### src/rtl/picorv32_soc_pkg.sv
// Shared types and constants for the PicoRV32 SoC memory arbiter.
// Holds the arbiter FSM state type, the grant encoding and the
// read data returned to a master whose transaction timed out.
package picorv32_soc_pkg;

    typedef enum logic {
        IDLE = 1'b0,
        BUSY = 1'b1
    } arb_state_e;

    typedef enum logic {
        GNT_M0 = 1'b0,
        GNT_M1 = 1'b1
    } grant_e;

    localparam logic [31:0] ARB_TIMEOUT_RDATA = 32'hDEAD_BEEF;

    // One-hot {M1,M0} view of a grant, as presented on o_grant.
    function automatic logic [1:0] grant_onehot(input grant_e g);
        return (g == GNT_M1) ? 2'b10 : 2'b01;
    endfunction

endpackage

### src/rtl/picorv32_bus_watchdog.sv
// Bus watchdog for the memory arbiter.
// Counts cycles while enabled and flags expiry once the count reaches
// TIMEOUT_CYCLES-1. The count is cleared when a new transaction starts
// and holds at the limit so it can never wrap.
module picorv32_bus_watchdog #(
    parameter int TIMEOUT_CYCLES = 1024
) (
    input  logic clk,
    input  logic rst,
    input  logic clear,
    input  logic enable,
    output logic expire
);

    localparam int              CNT_W = $clog2(TIMEOUT_CYCLES) + 1;
    localparam logic [CNT_W-1:0] LIMIT = CNT_W'(TIMEOUT_CYCLES - 1);

    logic [CNT_W-1:0] cnt_q;

    // Cycle counter: cleared on transaction start, saturates at the limit.
    always_ff @(posedge clk or posedge rst) begin
        if (rst) begin
            cnt_q <= '0;
        end else if (clear) begin
            cnt_q <= '0;
        end else if (enable && (cnt_q != LIMIT)) begin
            cnt_q <= cnt_q + 1'b1;
        end
    end

    assign expire = enable && (cnt_q == LIMIT);

endmodule

### src/rtl/picorv32_mem_arbiter.sv
// Two-master / one-slave arbiter on the PicoRV32 native memory bus.
// M0 is the CPU core, M1 the UART boot/debug loader. One transaction is
// outstanding at a time; contention is resolved round-robin.
// Optional bus watchdog: define PICORV32_ARB_TIMEOUT_EN to enable it.
module picorv32_mem_arbiter
    import picorv32_soc_pkg::*;
#(
    parameter int ADDR_W         = 32,
    parameter int DATA_W         = 32,
    parameter int TIMEOUT_CYCLES = 1024
) (
    input  logic                i_clk,
    input  logic                i_rst,

    input  logic                i_m0_valid,
    input  logic [ADDR_W-1:0]   i_m0_addr,
    input  logic [DATA_W-1:0]   i_m0_wdata,
    input  logic [DATA_W/8-1:0] i_m0_wstrb,
    output logic                o_m0_ready,
    output logic [DATA_W-1:0]   o_m0_rdata,

    input  logic                i_m1_valid,
    input  logic [ADDR_W-1:0]   i_m1_addr,
    input  logic [DATA_W-1:0]   i_m1_wdata,
    input  logic [DATA_W/8-1:0] i_m1_wstrb,
    output logic                o_m1_ready,
    output logic [DATA_W-1:0]   o_m1_rdata,

    output logic                o_s_valid,
    output logic [ADDR_W-1:0]   o_s_addr,
    output logic [DATA_W-1:0]   o_s_wdata,
    output logic [DATA_W/8-1:0] o_s_wstrb,
    input  logic                i_s_ready,
    input  logic [DATA_W-1:0]   i_s_rdata,

    output logic [1:0]          o_grant,
    output logic                o_timeout
);

    arb_state_e        state_q, state_d;
    logic [1:0]        grant_q, grant_d;
    grant_e            last_q, last_d;
    grant_e            pick;

    logic              busy;
    logic              owner_valid;
    logic              done_ok;
    logic              done_to;
    logic              resp;
    logic [DATA_W-1:0] resp_rdata;
    logic              expire;

    assign busy    = (state_q == BUSY);
    assign o_grant = grant_q;

`ifdef PICORV32_ARB_TIMEOUT_EN
    logic wd_clear;

    // Restart the watchdog on the edge that opens a new transaction.
    assign wd_clear = (state_q == IDLE) && (state_d == BUSY);

    picorv32_bus_watchdog #(
        .TIMEOUT_CYCLES (TIMEOUT_CYCLES)
    ) u_watchdog (
        .clk    (i_clk),
        .rst    (i_rst),
        .clear  (wd_clear),
        .enable (busy),
        .expire (expire)
    );
`else
    // No watchdog: a stalled slave holds the bus until the owner gives up.
    assign expire = 1'b0;
`endif

    // FSM state, current owner and round-robin history.
    always_ff @(posedge i_clk or posedge i_rst) begin
        if (i_rst) begin
            state_q <= IDLE;
            grant_q <= 2'b00;
            last_q  <= GNT_M1;   // so M0 wins the first tie
        end else begin
            state_q <= state_d;
            grant_q <= grant_d;
            last_q  <= last_d;
        end
    end

    // Next-state: arbitrate in IDLE, release the bus in BUSY on
    // completion, timeout, or the owner withdrawing its request.
    always_comb begin
        state_d = state_q;
        grant_d = grant_q;
        last_d  = last_q;
        pick    = GNT_M0;
        case (state_q)
            IDLE: begin
                if (i_m0_valid || i_m1_valid) begin
                    if (i_m0_valid && i_m1_valid) begin
                        pick = (last_q == GNT_M0) ? GNT_M1 : GNT_M0;
                    end else begin
                        pick = i_m1_valid ? GNT_M1 : GNT_M0;
                    end
                    state_d = BUSY;
                    grant_d = grant_onehot(pick);
                    last_d  = pick;
                end
            end
            BUSY: begin
                if (resp || !owner_valid || expire) begin
                    state_d = IDLE;
                    grant_d = 2'b00;
                end
            end
            default: begin
                state_d = IDLE;
                grant_d = 2'b00;
            end
        endcase
    end

    // Slave request mux and completion routing on the registered owner.
    always_comb begin
        owner_valid = 1'b0;
        o_s_addr    = '0;
        o_s_wdata   = '0;
        o_s_wstrb   = '0;
        if (grant_q[0]) begin
            owner_valid = i_m0_valid;
            o_s_addr    = i_m0_addr;
            o_s_wdata   = i_m0_wdata;
            o_s_wstrb   = i_m0_wstrb;
        end else if (grant_q[1]) begin
            owner_valid = i_m1_valid;
            o_s_addr    = i_m1_addr;
            o_s_wdata   = i_m1_wdata;
            o_s_wstrb   = i_m1_wstrb;
        end

        // A request withdrawn by its owner disappears from the slave at once.
        o_s_valid = busy && owner_valid;

        // A slave response on the expiry cycle counts as a normal completion.
        done_ok    = o_s_valid && i_s_ready;
        done_to    = o_s_valid && !i_s_ready && expire;
        resp       = done_ok || done_to;
        resp_rdata = done_ok ? i_s_rdata : DATA_W'(ARB_TIMEOUT_RDATA);

        o_m0_ready = resp && grant_q[0];
        o_m1_ready = resp && grant_q[1];
        o_m0_rdata = o_m0_ready ? resp_rdata : '0;
        o_m1_rdata = o_m1_ready ? resp_rdata : '0;
        o_timeout  = done_to;
    end

endmodule
### config.mk
export PLATFORM = sky130hd
export DESIGN_NAME = picorv32_mem_arbiter
export DESIGN_NICKNAME = d
export VERILOG_FILES = /design/src/rtl/picorv32_soc_pkg.sv /design/src/rtl/picorv32_bus_watchdog.sv /design/src/rtl/picorv32_mem_arbiter.sv
export SDC_FILE = /design/constraint.sdc
export NUM_CORES = 1
export LEC_CHECK = 0
export ABC_AREA = 1
export CELL_PAD_IN_SITES_DETAIL_PLACEMENT = 0
export CELL_PAD_IN_SITES_GLOBAL_PLACEMENT = 1
export CORE_AREA = 2 2 120 122
export CTS_BUF_LIST = sky130_fd_sc_hd__clkbuf_8
export CTS_CLUSTER_SIZE = 10
export DETAILED_ROUTE_END_ITERATION = 7
export DIE_AREA = 0 0 122 124
export PLACE_DENSITY_LB_ADDON = 0.2
export SLEW_MARGIN = 0
export SYNTH_ARGS = -nofsm -noshare
export SYNTH_HDL_FRONTEND = slang
export SYNTH_SLANG_ARGS = --single-unit
### constraint.sdc
create_clock -name i_clk -period 1.65 [get_ports i_clk]
set_clock_uncertainty 0.15 [all_clocks]
set_input_delay 0.2475 -clock i_clk [delete_from_list [all_inputs] [get_ports i_clk]]
set_output_delay 0.2475 -clock i_clk [all_outputs]
set_load 0.05 [all_outputs]
==> qor.yml, run 1 <==
status: "finished with violations"
violations: "setup timing"
path_class: "reg -> out"
yosysTopAreaCell: "a22o_1"
vias: 3174
avgSynthCellArea_um2: 6.035
start_kind: "flip-flop"
clkLatencyLatePin_ps: 220
routed_wl_mm: 14.25
netlist_top_cells_area: "a22o_1 44%, nor3_1 12%, inv_1 11%, nor2_1 9.1%, buf_2 5.5%"
wire_per_inst_um: 18.78
ys_warn_count: 0
clock_path_buffers: 2
dp.cells: 723
final_area_um2: 8402
critical_path_arrival_ps: 1670
period_share_pct: 125.4
num_io_pins: 311
crit_chain: "nand2_4, nand4_1, buf_6, clkbuf_16, nor3_4, buf_12"
grt_max_degree: 18
syn_inst: 226
slowest_delay_ps: 510
antenna_found_initial: 1
ff2ff_path_depth: 8
cp-end-kind: "output pin"
drc: 0
viasPerCell: 4.182
min_period_ps: 2069
htreeDepth: 1
core_um2: 13720
drtAntennaViolNets: 0
ys_seq_area_share_pct: 7.431
drv_slew: 0
synthMostInstantiatedCell: "a22o_1"
hold_path.class: "in -> async"
syn_nets: 399
ys_types: 18
required_ps: 1250
fin_ws_ps: -419.4
placed_area_um2: 7420
cts_root_buf: "clkbuf_8"
antenna-diode-count: 0
syn2layout_area_growth_pct: 516.1
place_ws_ps: -489.3
gr-total-overflow: 0
fp.dieH_um: 124
rows: 43
cts_tree: "done"
die-area_um2: 15130
finalSetupViolCount: 135
peakVddDrop_v: 0.001046
cts.sinks: 4
p_leak_nw: 3.608
synth_edf_count: 0
first_iter_violations: 43
syn-cell-area_um2: 1364
grt_pass1_vias: 3410
hold_violations: 0
crit_path_max_fanout: 8
timing.max_cap.violations: 0
ys_ff_latch: 4
powerDensity_nw_per_um2: 1335
fin_util_pct: 61.24
grt_pass1_wl_mm: 19.88
initial_utilization_pct: 9.941
clkTransAtPathRegs_ps: 30
fp.dieW_um: 122
dp_hpwl_mm: 11.32
synthFlopType: "dfrtp_1"
grt_use_total_pct: 17.25
crit_slowest_cell: "dfrtp_4"
synth_top_area_share_pct: 43.67
drive_above_1_share_pct: 60.79
max_freq_mhz: 483.2
layout.cells.non_filler: 759
synthTopCellsByCount: "68 x a22o_1, 39 x inv_1, 33 x nor2_1"
cts_buffers: 3
fin_nets: 753
synth-async-reset-ratio_pct: 100.0
rsz0062_at_grt: "yes"
drt_pass1_iterations: 4
place_congestion: 0.7469
portBuffers: 309
## cells by family (layout without fill, tap and decap cells)
family | after synthesis | after routing | share of synthesized area [%]
compound gates | 70 | 70 | 44.40
buf+inv | 66 | 419 | 20.09
flops | 4 | 4 | 7.431
other cells | 1 | 1 | 0.2750
simple gates | 85 | 85 | 27.80
## layer usage
metal	vias to the layer above	share of wire (%)	global-route usage, %
met5	-	0	0
met4	0	0.43	1.652
met3	4	11	6.685
met2	179	57	34.32
met1	1471	32	17.48
li1	1520	-	-
## report_power, final
part | internal (mW) | total [mW] | switching (mW) | leakage [nW]
Sequential | 0.157 | 0.207 | 0.0504 | 0.0452
Combinational | 5.65 | 10.8 | 5.15 | 3.54
Clock | 0.159 | 0.211 | 0.0518 | 0.0269
## area by class of cell
| class | count | area, µm² |
|---|---|---|
| clock buffer | 3 | 41.29 |
| clock inverter | 1 | 3.754 |
| fill | 1076 | 5318 |
| inverter | 41 | 158.9 |
| multi-input combinational | 156 | 2232 |
| sequential | 4 | 106.4 |
| tap | 180 | 225.2 |
| timing repair buffer | 374 | 5634 |
## placed cells by master (no fill, tap or decap), types with 3 or more instances in the layout
cell	count
buf_8	3
clkdlybuf4s50_1	170
nor2_4	35
clkbuf_16	4
nand2_1	10
buf_12	157
buf_6	11
buf_4	12
nand2_4	3
nor3_4	32
clkbuf_8	3
a22o_4	68
inv_1	38
buf_16	15
## final timing paths
check | startpoint | to | slack (ps)
min in group i_clk | last_q | last_q | 330
min | i_rst | o_grant[0] | 60
max in group asynchronous | i_rst | last_q | 1060
min reg2reg | last_q | last_q | 330
max reg2reg | o_grant[0] | o_grant[1] | 220
max | o_grant[0] | o_m1_rdata[31] | -420
## repair_timing
action | in CTS | in global routing
pin swaps | 6 | 24
gates cloned | 14 | 4
hold buffers | 0 | 0
setup buffers | 10 | 7
setup endpoints to repair | 135 | 136
gates resized for setup | 55 | 22
## critical path: cells and delay by family, from the launching register on
family | cells | cell delay [ps]
simple gates | 3 | 410
flops | 1 | 510
buf+inv | 3 | 530
## registers in the layout (all words and copies together), names as in the netlist
register and cells:
o_grant 2, busy 1, last_q 1
## through the flow
step                hold WS, ps  total power, mW  TNS (ps)
detailed placement        304.9            9.473    -39610
CTS                       69.75            11.03    -52570
floorplan                -137.3            5.040    -47400
finish                    64.52            11.21    -49590
global route              85.04            11.60    -57860
global placement          300.2            9.434    -38380
Power figures use the tool's default switching activity.
==> run 2, diff against run 1 <==
--- a/config.mk
+++ b/config.mk
@@ -13,6 +13,7 @@
 export CTS_CLUSTER_SIZE = 10
 export DETAILED_ROUTE_END_ITERATION = 7
 export DIE_AREA = 0 0 122 124
+export GPL_TIMING_DRIVEN = 1
 export PLACE_DENSITY_LB_ADDON = 0.2
 export SLEW_MARGIN = 0
 export SYNTH_ARGS = -nofsm -noshare
==> results of run 2 <==
Same layout as run 1: the final DEF is identical, and so are final timing and power.
